<file path="src/rtl/count_ctrl_pkg.sv">
// Shared types and constants for the count_ctrl counter initiator.
package count_ctrl_pkg;

  typedef enum logic [1:0] {
    ST_IDLE = 2'd0,
    ST_RUN  = 2'd1,
    ST_DONE = 2'd2
  } state_e;

  typedef enum logic [1:0] {
    RSP_OK       = 2'd0,
    RSP_TIMEOUT  = 2'd1,
    RSP_ABORT    = 2'd2,
    RSP_MISMATCH = 2'd3
  } rsp_code_e;

  localparam int unsigned TIMEOUT_CYCLES_DEF = 32'd1024;

endpackage

</file>
<file path="src/rtl/count_ctrl_rsp_reg.sv">
// Response holding register: captures code/cycles/count on load and keeps
// them stable until the consumer accepts them.
module count_ctrl_rsp_reg
  import count_ctrl_pkg::*;
#(
  parameter int unsigned CYC_W = 32
) (
  input  logic             clk,
  input  logic             resetn,
  input  logic             load,
  input  rsp_code_e        load_code,
  input  logic [CYC_W-1:0] load_cycles,
  input  logic [31:0]      load_count,
  input  logic             rsp_ready,
  output logic             rsp_valid,
  output rsp_code_e        rsp_code,
  output logic [CYC_W-1:0] rsp_cycles,
  output logic [31:0]      rsp_count
);

  logic             valid_r;
  rsp_code_e        code_r;
  logic [CYC_W-1:0] cycles_r;
  logic [31:0]      count_r;

  // Capture on load, drop valid on handshake, otherwise hold.
  always_ff @(posedge clk or negedge resetn) begin
    if (!resetn) begin
      valid_r  <= 1'b0;
      code_r   <= RSP_OK;
      cycles_r <= {CYC_W{1'b0}};
      count_r  <= 32'd0;
    end else if (load) begin
      valid_r  <= 1'b1;
      code_r   <= load_code;
      cycles_r <= load_cycles;
      count_r  <= load_count;
    end else if (valid_r && rsp_ready) begin
      valid_r  <= 1'b0;
    end else begin
      valid_r  <= valid_r;
    end
  end

  assign rsp_valid  = valid_r;
  assign rsp_code   = code_r;
  assign rsp_cycles = cycles_r;
  assign rsp_count  = count_r;

endmodule

</file>
<file path="src/rtl/count_ctrl.sv">
// Initiator for an up-counting sub-counter: command in, clear/start/watch, response out.
// Optional build macro COUNT_CTRL_CHECK_EN turns an OK with count != stopcount into MISMATCH.
module count_ctrl
  import count_ctrl_pkg::*;
#(
  parameter int unsigned TIMEOUT_CYCLES = TIMEOUT_CYCLES_DEF,
  parameter int unsigned CYC_W          = 32
) (
  input  logic             clk,
  input  logic             resetn,
  input  logic             cmd_valid,
  output logic             cmd_ready,
  input  logic [31:0]      cmd_stop,
  input  logic             abort,
  output logic             ctr_resetn,
  output logic             ctr_start,
  output logic [31:0]      ctr_stopcount,
  input  logic             ctr_status,
  input  logic [31:0]      ctr_count,
  output logic             rsp_valid,
  input  logic             rsp_ready,
  output logic [1:0]       rsp_code,
  output logic [CYC_W-1:0] rsp_cycles,
  output logic [31:0]      rsp_count
);

  localparam logic [CYC_W-1:0] TIMEOUT_LAST = CYC_W'(TIMEOUT_CYCLES - 32'd1);

  state_e           state_r;
  logic             cmd_ready_r;
  logic             ctr_resetn_r;
  logic             ctr_start_r;
  logic [31:0]      stopcount_r;
  logic [CYC_W-1:0] cyc_r;

  logic             finish_s;
  rsp_code_e        code_s;
  rsp_code_e        ok_code_s;
  logic             rsp_valid_s;
  rsp_code_e        rsp_code_s;
  logic             rsp_hs_s;

`ifdef COUNT_CTRL_CHECK_EN
  assign ok_code_s = (ctr_count != stopcount_r) ? RSP_MISMATCH : RSP_OK;
`else
  assign ok_code_s = RSP_OK;
`endif

  assign rsp_hs_s = rsp_valid_s & rsp_ready;

  // Completion decision for the current RUN cycle: abort, then status, then timeout.
  always_comb begin
    finish_s = 1'b0;
    code_s   = RSP_OK;
    if (state_r == ST_RUN) begin
      if (abort) begin
        finish_s = 1'b1;
        code_s   = RSP_ABORT;
      end else if (ctr_status) begin
        finish_s = 1'b1;
        code_s   = ok_code_s;
      end else if (cyc_r == TIMEOUT_LAST) begin
        finish_s = 1'b1;
        code_s   = RSP_TIMEOUT;
      end else begin
        finish_s = 1'b0;
        code_s   = RSP_OK;
      end
    end else begin
      finish_s = 1'b0;
      code_s   = RSP_OK;
    end
  end

  // Control FSM with registered counter-side and command-side outputs.
  always_ff @(posedge clk or negedge resetn) begin
    if (!resetn) begin
      state_r      <= ST_IDLE;
      cmd_ready_r  <= 1'b0;
      ctr_resetn_r <= 1'b0;
      ctr_start_r  <= 1'b0;
      stopcount_r  <= 32'd0;
      cyc_r        <= {CYC_W{1'b0}};
    end else begin
      case (state_r)
        ST_IDLE: begin
          if (cmd_valid && cmd_ready_r) begin
            state_r      <= ST_RUN;
            cmd_ready_r  <= 1'b0;
            ctr_resetn_r <= 1'b1;
            ctr_start_r  <= 1'b1;
            stopcount_r  <= cmd_stop;
            cyc_r        <= {CYC_W{1'b0}};
          end else begin
            cmd_ready_r  <= 1'b1;
          end
        end
        ST_RUN: begin
          if (finish_s) begin
            state_r     <= ST_DONE;
            ctr_start_r <= 1'b0;
          end else if (cyc_r != {CYC_W{1'b1}}) begin
            cyc_r <= cyc_r + CYC_W'(1);
          end else begin
            cyc_r <= cyc_r;
          end
        end
        ST_DONE: begin
          if (rsp_hs_s) begin
            state_r      <= ST_IDLE;
            ctr_resetn_r <= 1'b0;
            cmd_ready_r  <= 1'b1;
          end else begin
            state_r <= ST_DONE;
          end
        end
        default: begin
          state_r      <= ST_IDLE;
          cmd_ready_r  <= 1'b0;
          ctr_resetn_r <= 1'b0;
          ctr_start_r  <= 1'b0;
        end
      endcase
    end
  end

  count_ctrl_rsp_reg #(
    .CYC_W (CYC_W)
  ) u_rsp_reg (
    .clk         (clk),
    .resetn      (resetn),
    .load        (finish_s),
    .load_code   (code_s),
    .load_cycles (cyc_r),
    .load_count  (ctr_count),
    .rsp_ready   (rsp_ready),
    .rsp_valid   (rsp_valid_s),
    .rsp_code    (rsp_code_s),
    .rsp_cycles  (rsp_cycles),
    .rsp_count   (rsp_count)
  );

  assign cmd_ready     = cmd_ready_r;
  assign ctr_resetn    = ctr_resetn_r;
  assign ctr_start     = ctr_start_r;
  assign ctr_stopcount = stopcount_r;
  assign rsp_valid     = rsp_valid_s;
  assign rsp_code      = rsp_code_s;

endmodule

</file>
<file path="config.mk">
export PLATFORM = sky130hd
export DESIGN_NAME = count_ctrl
export DESIGN_NICKNAME = d
export VERILOG_FILES = /design/src/rtl/count_ctrl_pkg.sv /design/src/rtl/count_ctrl_rsp_reg.sv /design/src/rtl/count_ctrl.sv
export SDC_FILE = /design/constraint.sdc
export NUM_CORES = 1
export LEC_CHECK = 0
export ABC_AREA = 1
export CAP_MARGIN = 20
export CORE_MARGIN = 1
export CORE_UTILIZATION = 52
export CTS_CLUSTER_SIZE = 20
export DETAILED_ROUTE_END_ITERATION = 10
export MAX_ROUTING_LAYER = met4
export PLACE_DENSITY = 0.95
export SLEW_MARGIN = 30
export SYNTH_ARGS = -nofsm -noshare
export SYNTH_HDL_FRONTEND = slang
export SYNTH_SLANG_ARGS = --single-unit
</file>
<file path="constraint.sdc">
create_clock -name clk -period 5 [get_ports clk]
set_input_delay 1 -clock clk [delete_from_list [all_inputs] [get_ports clk]]
set_output_delay 1 -clock clk [all_outputs]
set_load 0.03 [all_outputs]
</file>
==> results.py <==
metrics = {
    "logic_synthesis": {
        "synth_seq_cells": 136,
        "yosysWarnings": 0,
        "synth_area_per_cell_um2": 8.520,
        "async_flop_share_pct": 100.0,
        "syn-cell-area_um2": 6220,
        "syn_nets": 801,
        "synth_top_cell_area_share_pct": 54.72,
        "ys_types": 26,
        "synth_edf_count": 0,
        "ys_top_cells_by_area": "dfrtp_1, nand2_1, mux2_2",
        "syn_inst": 730,
        "synth_top_area_cell": "dfrtp_1",
        "ys_seq_area_share_pct": 54.72,
        "synth_flop_cell": "dfrtp_1",
    },
    "sta": {
        "finalCriticalPeriod_ns": 2.885,
        "worst_slew_pin_slew_ns": 0.8292,
        "drv_slew": 0,
        "clock.fmax_ghz": 0.3466,
        "fin_setup_tns_ns": 0,
        "setup_violations": 0,
        "skew_ns": 0.006901,
        "hold_violations": 0,
        "period_share_pct": 57.70,
        "slew_headroom_pct": 44.72,
        "rsz0062_at_grt": "no",
    },
    "route": {
        "viasPerCell": 5.145,
        "highest_layer": "met4",
        "wirelength_mm": 15.47,
        "wl_per_cell_um": 14.68,
        "drt_iter0_drc": 418,
        "vias": 5423,
        "routedLengthMet1_mm": 6.179,
        "wl_met2_mm": 7.734,
        "met3WireLength_um": 969,
        "drc": 22,
        "dr.pass1.iters": 8,
        "postRouteAntennaNets": 0,
    },
    "clock_tree": {
        "cts_tree": "done",
        "clockBufferDepth": 2,
        "cts.clk_slew.worst_paths_ns": 0.06,
        "ctsResizeCount": 0,
        "clkLatencyLatePin_ns": 0.42,
        "cts_setup_buffers": 0,
        "hold_buffers": 0,
        "h-tree-depth": 4,
        "root_buffer": "clkbuf_16",
        "clock_sinks": 136,
        "cts_buffers": 17,
    },
    "final_layout": {
        "final_core_util_pct": 74.62,
        "finalNonFillerCells": 1054,
        "nets": 970,
        "syn2layout_area_growth_pct": 38.16,
        "stdcell_area_um2": 8593,
        "layout_commonest_cell": "nand2_1",
        "drive_gt1_share_pct": 9.221,
        "final.fill_count": 778,
        "layout_common_cells": "nand2_1, clkdlybuf4s50_1, dfrtp_1, nor2_1, inv_1",
        "n_antenna_cell": 0,
    },
    "die": {
        "die-area_um2": 12400,
        "fp.dieW_um": 111.4,
        "die_h_um": 111.4,
        "io_pins": 172,
        "start_util_pct": 54.01,
        "core_um2": 11520,
        "rows": 39,
    },
    "global_routing": {
        "first_global_vias": 5389,
        "grt_pass1_wl_mm": 25.65,
        "grt_max_degree": 105,
        "antenna_found_initial": 0,
        "grt_use_total_pct": 27.20,
        "grt-ovfl-total": 0,
    },
    "setup_path": {
        "slowest_stage": "nand2_2",
        "crit_path_start_kind": "register",
        "rrSetupSlack_ns": 2.12,
        "crit_path_max_incr_delay_ns": 0.56,
        "crit_chain": "ha_1, nand2_1, nor2_2, nand2_2, nor2_1, nand2_1, nand2_2, nand2_4, nand2_2, nand2_1, nand2_1",
        "crit_fanout": 62,
        "critical-path-top-delay-family": "simple AND/OR/NAND/NOR gates",
        "cp-end-kind": "register",
        "path_class": "register to register",
        "cp_num_buf_inv": 0,
        "crit_top_cell": "nand2_1",
        "required_ns": 5.30,
        "cp.arrival_ns": 3.18,
    },
    "placed_design": {
        "portBuffers": 171,
        "place_area_um2": 7958,
        "hpwl_mm": 10.32,
        "placed_cells": 1023,
        "gp_congestion": 0.8709,
    },
    "power": {
        "power.total_w": 0.004899,
        "p_leak_nw": 4.078,
        "power_density_nw_per_um2": 570.1,
        "peakVddDrop_mv": 0.5021,
    },
    "run_status": {
        "status": "finished with violations",
        "violations": "DRC",
    },
    "flow_run": {
        "cap_violations": 0,
    },
    "min_path": {
        "hold_path.class": "register to register",
    },
}
-- cell type report --
class | count | area (µm²) | share of cell area (%)
Clock inverter | 13 | 203.9 | 2.373
Clock buffer | 18 | 429.2 | 4.994
Tap cell | 143 | 178.9 | 2.082
Inverter | 48 | 180.2 | 2.097
Multi-Input combinational cell | 522 | 2460 | 28.63
Timing Repair Buffer | 174 | 1738 | 20.22
Sequential cell | 136 | 3403 | 39.60
-- stage by stage --
stage          worst slack (ns)  hold slack (ns)
4_1_cts                   2.144           0.4717
3_3_place_gp              1.992           0.4522
3_5_place_dp              1.893           0.4570
6_report                  2.115           0.4672
2_1_floorplan             2.972           0.4635
5_1_grt                   1.900           0.4939
-- routing by layer --
| layer | vias up | track usage (%) |
|---|---|---|
| met5 | - | - |
| met4 | 0 | 13.42 |
| met3 | 49 | 6.260 |
| met2 | 223 | 45.33 |
| met1 | 2543 | 30.95 |
| li1 | 2608 | - |
-- flip-flops by register name, indices dropped and copies added (netlist names) --
name / flops
u_rsp_reg.rsp_code: 2
ctr_start: 1
ctr_resetn: 1
cmd_ready: 1
u_rsp_reg.rsp_count: 32
u_rsp_reg.rsp_valid: 1
state_r: 2
ctr_stopcount: 32
cyc_r: 32
u_rsp_reg.rsp_cycles: 32
-- cell usage after synthesis (all sizes together) (2+ instances only) --
cell / n
inv: 48
dfrtp: 136
nand3: 27
clkbuf: 6
nor3: 8
nor2: 63
nand2: 328
a21oi: 3
mux2: 32
buf: 18
o21ai: 37
nand4: 4
xor2: 15
a21boi: 2
-- where the power goes --
| group | switching (W) | total (W) | internal (W) |
|---|---|---|---|
| clock | 0.000471 | 0.00135 | 0.000879 |
| combinational | 0.00117 | 0.00198 | 0.000807 |
| sequential | 0.000167 | 0.00157 | 0.00140 |
-- worst paths after layout --
check	endpoint	start	cells past startpoint
min in group asynchronous	u_rsp_reg.rsp_cycles[10]	resetn	1
setup reg to reg	cyc_r[5]	cyc_r[0]	11
hold / removal	u_rsp_reg.rsp_cycles[2]	u_rsp_reg.rsp_cycles[2]	2
hold reg to reg	u_rsp_reg.rsp_cycles[2]	u_rsp_reg.rsp_cycles[2]	2
setup / recovery	cyc_r[5]	cyc_r[0]	11
max in group asynchronous	cyc_r[20]	resetn	2
-- cells by family after synthesis --
group                    synth area share, %
XOR/XNOR                               2.112
flip-flops                             54.72
buffers and inverters                  5.733
adder cells (fa/ha/maj)               0.2011
AO/OA/AOI/OAI                          3.882
multiplexers                           5.794
AND/OR/NAND/NOR                        27.56
-- worst register-to-register path, stage by stage, from the launching register on --
cell and delay, ns:
dfrtp_1 0.41, ha_1 0.23, nand2_1 0.10, nor2_2 0.06
nand2_2 0.17, nor2_1 0.08, nand2_1 0.19, nand2_2 0.09
nand2_4 0.48, nand2_2 0.58, nand2_1 0.26, nand2_1 0.10
(Power assumes the default switching activity.)
==> patch 1 (same settings) <==
`TIMEOUT_CYCLES_DEF`: 32'd1024 -> 32'd512.
--- a/src/rtl/count_ctrl_pkg.sv
+++ b/src/rtl/count_ctrl_pkg.sv
@@ -14,7 +14,7 @@
     RSP_MISMATCH = 2'd3
   } rsp_code_e;
 
-  localparam int unsigned TIMEOUT_CYCLES_DEF = 32'd1024;
+  localparam int unsigned TIMEOUT_CYCLES_DEF = 32'd512;
 
 endpackage
 
Behaviour: same outputs for any inputs over 10 cycles, from zero or initial values and one cycle with resetn low; that may be too few to reach the edited logic, so the function may still have changed.
==> patch 1 against the original RTL <==
Setup slack got worse by 70 ps. Sequential cell count did not move. Register-to-register slack improved by 150 ps. Final cell count is 12% higher. Sequential share of layout area fell by 0.69 points. Synthesized area up 2.7%. Clock skew up 4.9 ps. Wire length is 14% higher. Design area is 1.8% higher. Clock power decreased by 7%. Non-clock buffer count is the same. Total power fell by 3.4%. Largest power group unchanged.
==> patch 1: results (changes against the original RTL) <==
[status]
outcome = completed  ; was complete, but fails checks

[cts]
post_cts_buffers = 0  ; unchanged
clk_latency_ps = 430
cts_resized = 0  ; unchanged
path_clk_slew_ps = 60  ; about the same
clk_path_buf_depth = 2  ; unchanged
cts.htree.levels = 4  ; unchanged
ctsHoldBuffers = 0  ; unchanged

[setup_path]
endpoint = ctr_stopcount[4]  ; was cyc_r[5]
r2r_start = cyc_r[0]  ; unchanged
critPathMaxFanout = 34  ; was 62
crit_family = buffers and inverters  ; was simple AND/OR/NAND/NOR gates
startpoint = cmd_valid  ; was cyc_r[0]
timing.rr.end = cyc_r[22]  ; was cyc_r[5]
rrSetupSlack_ps = 2270  ; was 2120 ps
cpMaxStageDelayCell = clkinv_1  ; was nand2_2
reg2regPathDepth = 10  ; was 11
worstPathArrival_ps = 3250  ; was 3180 ps
max_stage_delay_ps = 810  ; was 560 ps

[synthesis]
syn_nets = 924  ; was 801
ys_seq_area_frac = 0.5328  ; was 0.5472
yosys-top-cells-area = dfrtp_1, nand2_1, nor2_1, o21ai_0, inv_1  ; was dfrtp_1, nand2_1, mux2_2, nor2_1, inv_1
async_flop_share = 1.000  ; unchanged
yosysWarnings = 0  ; unchanged
ys_types = 23  ; was 26
synth_common_cells = nand2_1, dfrtp_1, nor2_1  ; unchanged

[power]
vdd_drop_max_uv = 470.0  ; was 502.1 uV
p_leak_uw = 0.004197  ; was 0.004078 uW

[timing]
holdWs_ps = 467.9  ; was 467.2 ps
skew_ps = 11.79  ; was 6.901 ps
max_slew.worst_pin.slew_ps = 909.1  ; was 829.2 ps

[place]
place_area_um2 = 8140  ; was 7958 um^2
place.gp.congestion = 0.9702  ; was 0.8709
place.detailed.hpwl_mm = 11.86  ; was 10.32 mm

[routing]
viasPerCell = 5.232  ; was 5.145
drtPass1Iterations = 6  ; was 8
drt_iter0_markers = 517  ; was 418
wl_per_cell_um = 14.98  ; was 14.68 um

[hold_path]
hold_depth = 2  ; unchanged
hold_end = u_rsp_reg.rsp_count[22]  ; was u_rsp_reg.rsp_cycles[2]
min_from = u_rsp_reg.rsp_count[22]  ; was u_rsp_reg.rsp_cycles[2]

[global_routing]
grt_max_degree = 108  ; was 105
grt_pass1_wl_mm = 28.75  ; was 25.65 mm
gr-usage-all-layers = 0.3010  ; was 0.2720
first_global_vias = 5893  ; was 5,389

[final_layout]
diodes = 0  ; unchanged
final_layout_size_suffix_gt1_frac = 0.05233  ; was 0.09221
nets = 1090  ; was 970

patch 1: changes by cell type in the layout (fill, tap and decap cells not counted), moves of 6 or more:
cell and change:
nand3_1 +6, o21ai_2 -7, nor2_1 +34, nand2_1 +126, xor2_1 -10, mux2_2 -32, o21ai_0 +11
patch 1: report_power, final:
group	internal, uW	switching, uW	total [uW]
registers	1390	187	1570
clock network	758	507	1260
logic	668	1230	1890
patch 1: cell families after synthesis:
kind of cell	after synthesis	share of synthesized area
AND/OR/NAND/NOR	596	0.3712
flip-flops	136	0.5328
buffers and inverters	74	0.05465
AO/OA/AOI/OAI	41	0.03252
XOR/XNOR	5	0.006856
adder cells (fa/ha/maj)	1	0.001959
patch 1: routing by layer:
| layer | vias to the layer above | wire, um | global-route usage |
|---|---|---|---|
| li1 | 2948 | - | - |
| met1 | 2886 | 7259 | 0.3630 |
| met2 | 273 | 8786 | 0.4901 |
| met3 | 62 | 984 | 0.05088 |
| met4 | 0 | 628 | 0.1538 |
| met5 | - | 0 | - |
patch 1: final cells by class:
type                            count  area (um^2)
Timing Repair Buffer              174         1738
Tap cell                          147        183.9
Clock inverter                     14        162.7
Fill cell                         822         3267
Sequential cell                   136         3403
Clock buffer                       18        439.2
Inverter                           47        176.4
Multi-Input combinational cell    643         2641
patch 1: worst reg2reg max path, cell delays in order (launching register included):
cell and delay, ps:
dfrtp_1 480, ha_1 340, nand2_2 140, nor2_4 60, nand2_4 120, nor2_1 60, nand3_1 120, nand2_2 410
nor2_2 720, nand2_1 120, nand2_1 90
patch 1: metrics by stage:
stage	util	setup WS, ps	cells
global route	0.7280	1846	1179
CTS	0.7278	2123	1179
floorplan	-	2987	853
finish	0.7280	2045	1179
global placement	0.6777	1796	1147
detailed placement	0.6777	1664	1147
==> patch 2 (config.mk and constraints unchanged) <==
Without the edit above. Make the reset (`resetn`) synchronous in 2 clocked blocks.
--- a/src/rtl/count_ctrl_rsp_reg.sv
+++ b/src/rtl/count_ctrl_rsp_reg.sv
@@ -24,7 +24,7 @@
   logic [31:0]      count_r;
 
   // Capture on load, drop valid on handshake, otherwise hold.
-  always_ff @(posedge clk or negedge resetn) begin
+  always_ff @(posedge clk) begin
     if (!resetn) begin
       valid_r  <= 1'b0;
       code_r   <= RSP_OK;
--- a/src/rtl/count_ctrl.sv
+++ b/src/rtl/count_ctrl.sv
@@ -73,7 +73,7 @@
   end
 
   // Control FSM with registered counter-side and command-side outputs.
-  always_ff @(posedge clk or negedge resetn) begin
+  always_ff @(posedge clk) begin
     if (!resetn) begin
       state_r      <= ST_IDLE;
       cmd_ready_r  <= 1'b0;
Check against the original RTL: differs if resetn is asserted again (counterexample within 4 cycles, from zero or initial values and one cycle with resetn low); with resetn held inactive, the same outputs for 10 cycles.
==> patch 2 against the original RTL <==
Design area fell by 2.8%. Critical path depth did not move. Core utilization fell by 1.5 points. Setup slack got worse by 90 ps. Wire length rose by 6.9%. Sequential share of layout area fell by 7.0 points. Synthesized area fell by 2.3%. Non-clock buffer count did not move. Sequential cell count did not move. Global-route usage rose by 1.3 points. Critical path type unchanged. Highest routed layer unchanged.
Power is not compared: it rests on default switching activity, and its combinational part moved more than twofold at a synthesized area within 25%.
==> patch 2: results (changes against the original RTL) <==
[global_routing]
grtUsageMet1 = 0.3479  ; was 0.3095
gr-usage-all-layers = 0.2847  ; was 0.2720
met2_usage = 0.4536  ; was 0.4533
grt_pass1_wl_mm = 25.94  ; was 25.65 mm
met3_usage = 0.06584  ; was 0.06260
first_global_vias = 5505  ; was 5,389
grt_max_degree = 90  ; was 105

[setup_path]
rrSetupSlack_ps = 2020  ; was 2120 ps
worstPathArrival_ps = 3310  ; was 3180 ps
timing.rr.end = cyc_r[6]  ; was cyc_r[5]
critPathMaxFanout = 89  ; was 62
reg2regPathDepth = 11  ; unchanged

[routing]
wl_per_cell_um = 13.76  ; was 14.68 um
drt_iter0_markers = 530  ; was 418
routed-via-count = 6220  ; was 5,423
met3_length_mm = 1.135  ; was 969 um
met2WireLength_mm = 7.869  ; was 7.734 mm
wl_met1_mm = 7.094  ; was 6.179 mm
drtPass1Iterations = 5  ; was 8

[synthesis]
syn_nets = 972  ; was 801
synth_common_cells = nor2_1, nand2_1, dfxtp_1  ; was nand2_1, dfrtp_1, nor2_1
synth_cells = 901  ; was 730
ys_seq_area_frac = 0.4480  ; was 0.5472
async_flop_share = 0  ; was 1.000
synth-main-ff-cell = dfxtp_1  ; was dfrtp_1
ys_types = 28  ; was 26

[place]
preCtsSetupSlack_ps = 1865  ; was 1893 ps
place.gp.congestion = 0.9408  ; was 0.8709
place.detailed.hpwl_mm = 10.93  ; was 10.32 mm
place_inst = 1170  ; was 1,023

[hold_path]
hold_end = u_rsp_reg.rsp_code[0]  ; was u_rsp_reg.rsp_cycles[2]
min_from = u_rsp_reg.rsp_code[0]  ; was u_rsp_reg.rsp_cycles[2]

[timing]
skew_ps = 7.706  ; was 6.901 ps
relSlewSlack = 0.3538  ; was 0.4472

[status]
outcome = completed  ; was complete, but fails checks

[final_layout]
fillCellCount = 900  ; was 778
final_layout_size_suffix_gt1_frac = 0.04816  ; was 0.09221
fin_cells = 1202  ; was 1,054
nets = 1117  ; was 970

[power]
p_leak_uw = 0.003163

## patch 2: changes by cell type in the layout (fill, tap and decap cells not counted), sizes merged, moves of 8 or more
cell	delta
a21oi	+24
dfrtp	-136
dfxtp	+136
mux2	-32
nand2	-169
nand3	+27
nor2	+239
o21ai	+70
xor2	-8
## patch 2: area by class of cell
type                       instances  area, um^2  area share
sequential                       136        2723      0.3259
inverter                          44       165.2     0.01977
clock inverter                    12       188.9     0.02261
timing repair buffer             174        1732      0.2073
multi-input combinational        673        2910      0.3484
clock buffer                      20       456.7     0.05467
tap                              143       178.9     0.02142
## patch 2: cell families (layout without fill, tap and decap cells)
group	count (synthesis)	count (layout)	share of synthesized area
AND/OR/NAND/NOR	528	528	0.3510
flip-flops	136	136	0.4480
AO/OA/AOI/OAI	135	135	0.1116
buffers and inverters	92	250	0.07433
XOR/XNOR	9	9	0.01297
adder cells (fa/ha/maj)	1	1	0.002059
## patch 2: power by group
group | switching, uW | internal (uW) | total [uW]
sequential | 70.0 | 1180 | 1250
combinational | 413 | 261 | 674
clock | 484 | 869 | 1350
## patch 2: worst max-delay path by stage
stage	cells past startpoint	slack, ps	end	from
after global routing	12	1770	cyc_r[31]	cyc_r[0]
after CTS	12	2120	cyc_r[28]	cyc_r[0]
after detailed placement	7	1860	cyc_r[2]	abort
after global placement	7	1960	cyc_r[2]	abort
after floorplan	6	2810	ctr_stopcount[23]	cmd_valid
final	11	2020	cyc_r[6]	cyc_r[0]
## patch 2: metrics by stage
step	total power, uW	cell area [um^2]	util	hold slack, ps
after detailed placement	1937	7706	0.6749	441.6
after global routing	3413	8354	0.7316	477.9
after floorplan	1688	6077	-	484.1
after global placement	1922	7706	0.6749	433.9
after CTS	3290	8352	0.7314	451.0
final	3278	8354	0.7316	450.4
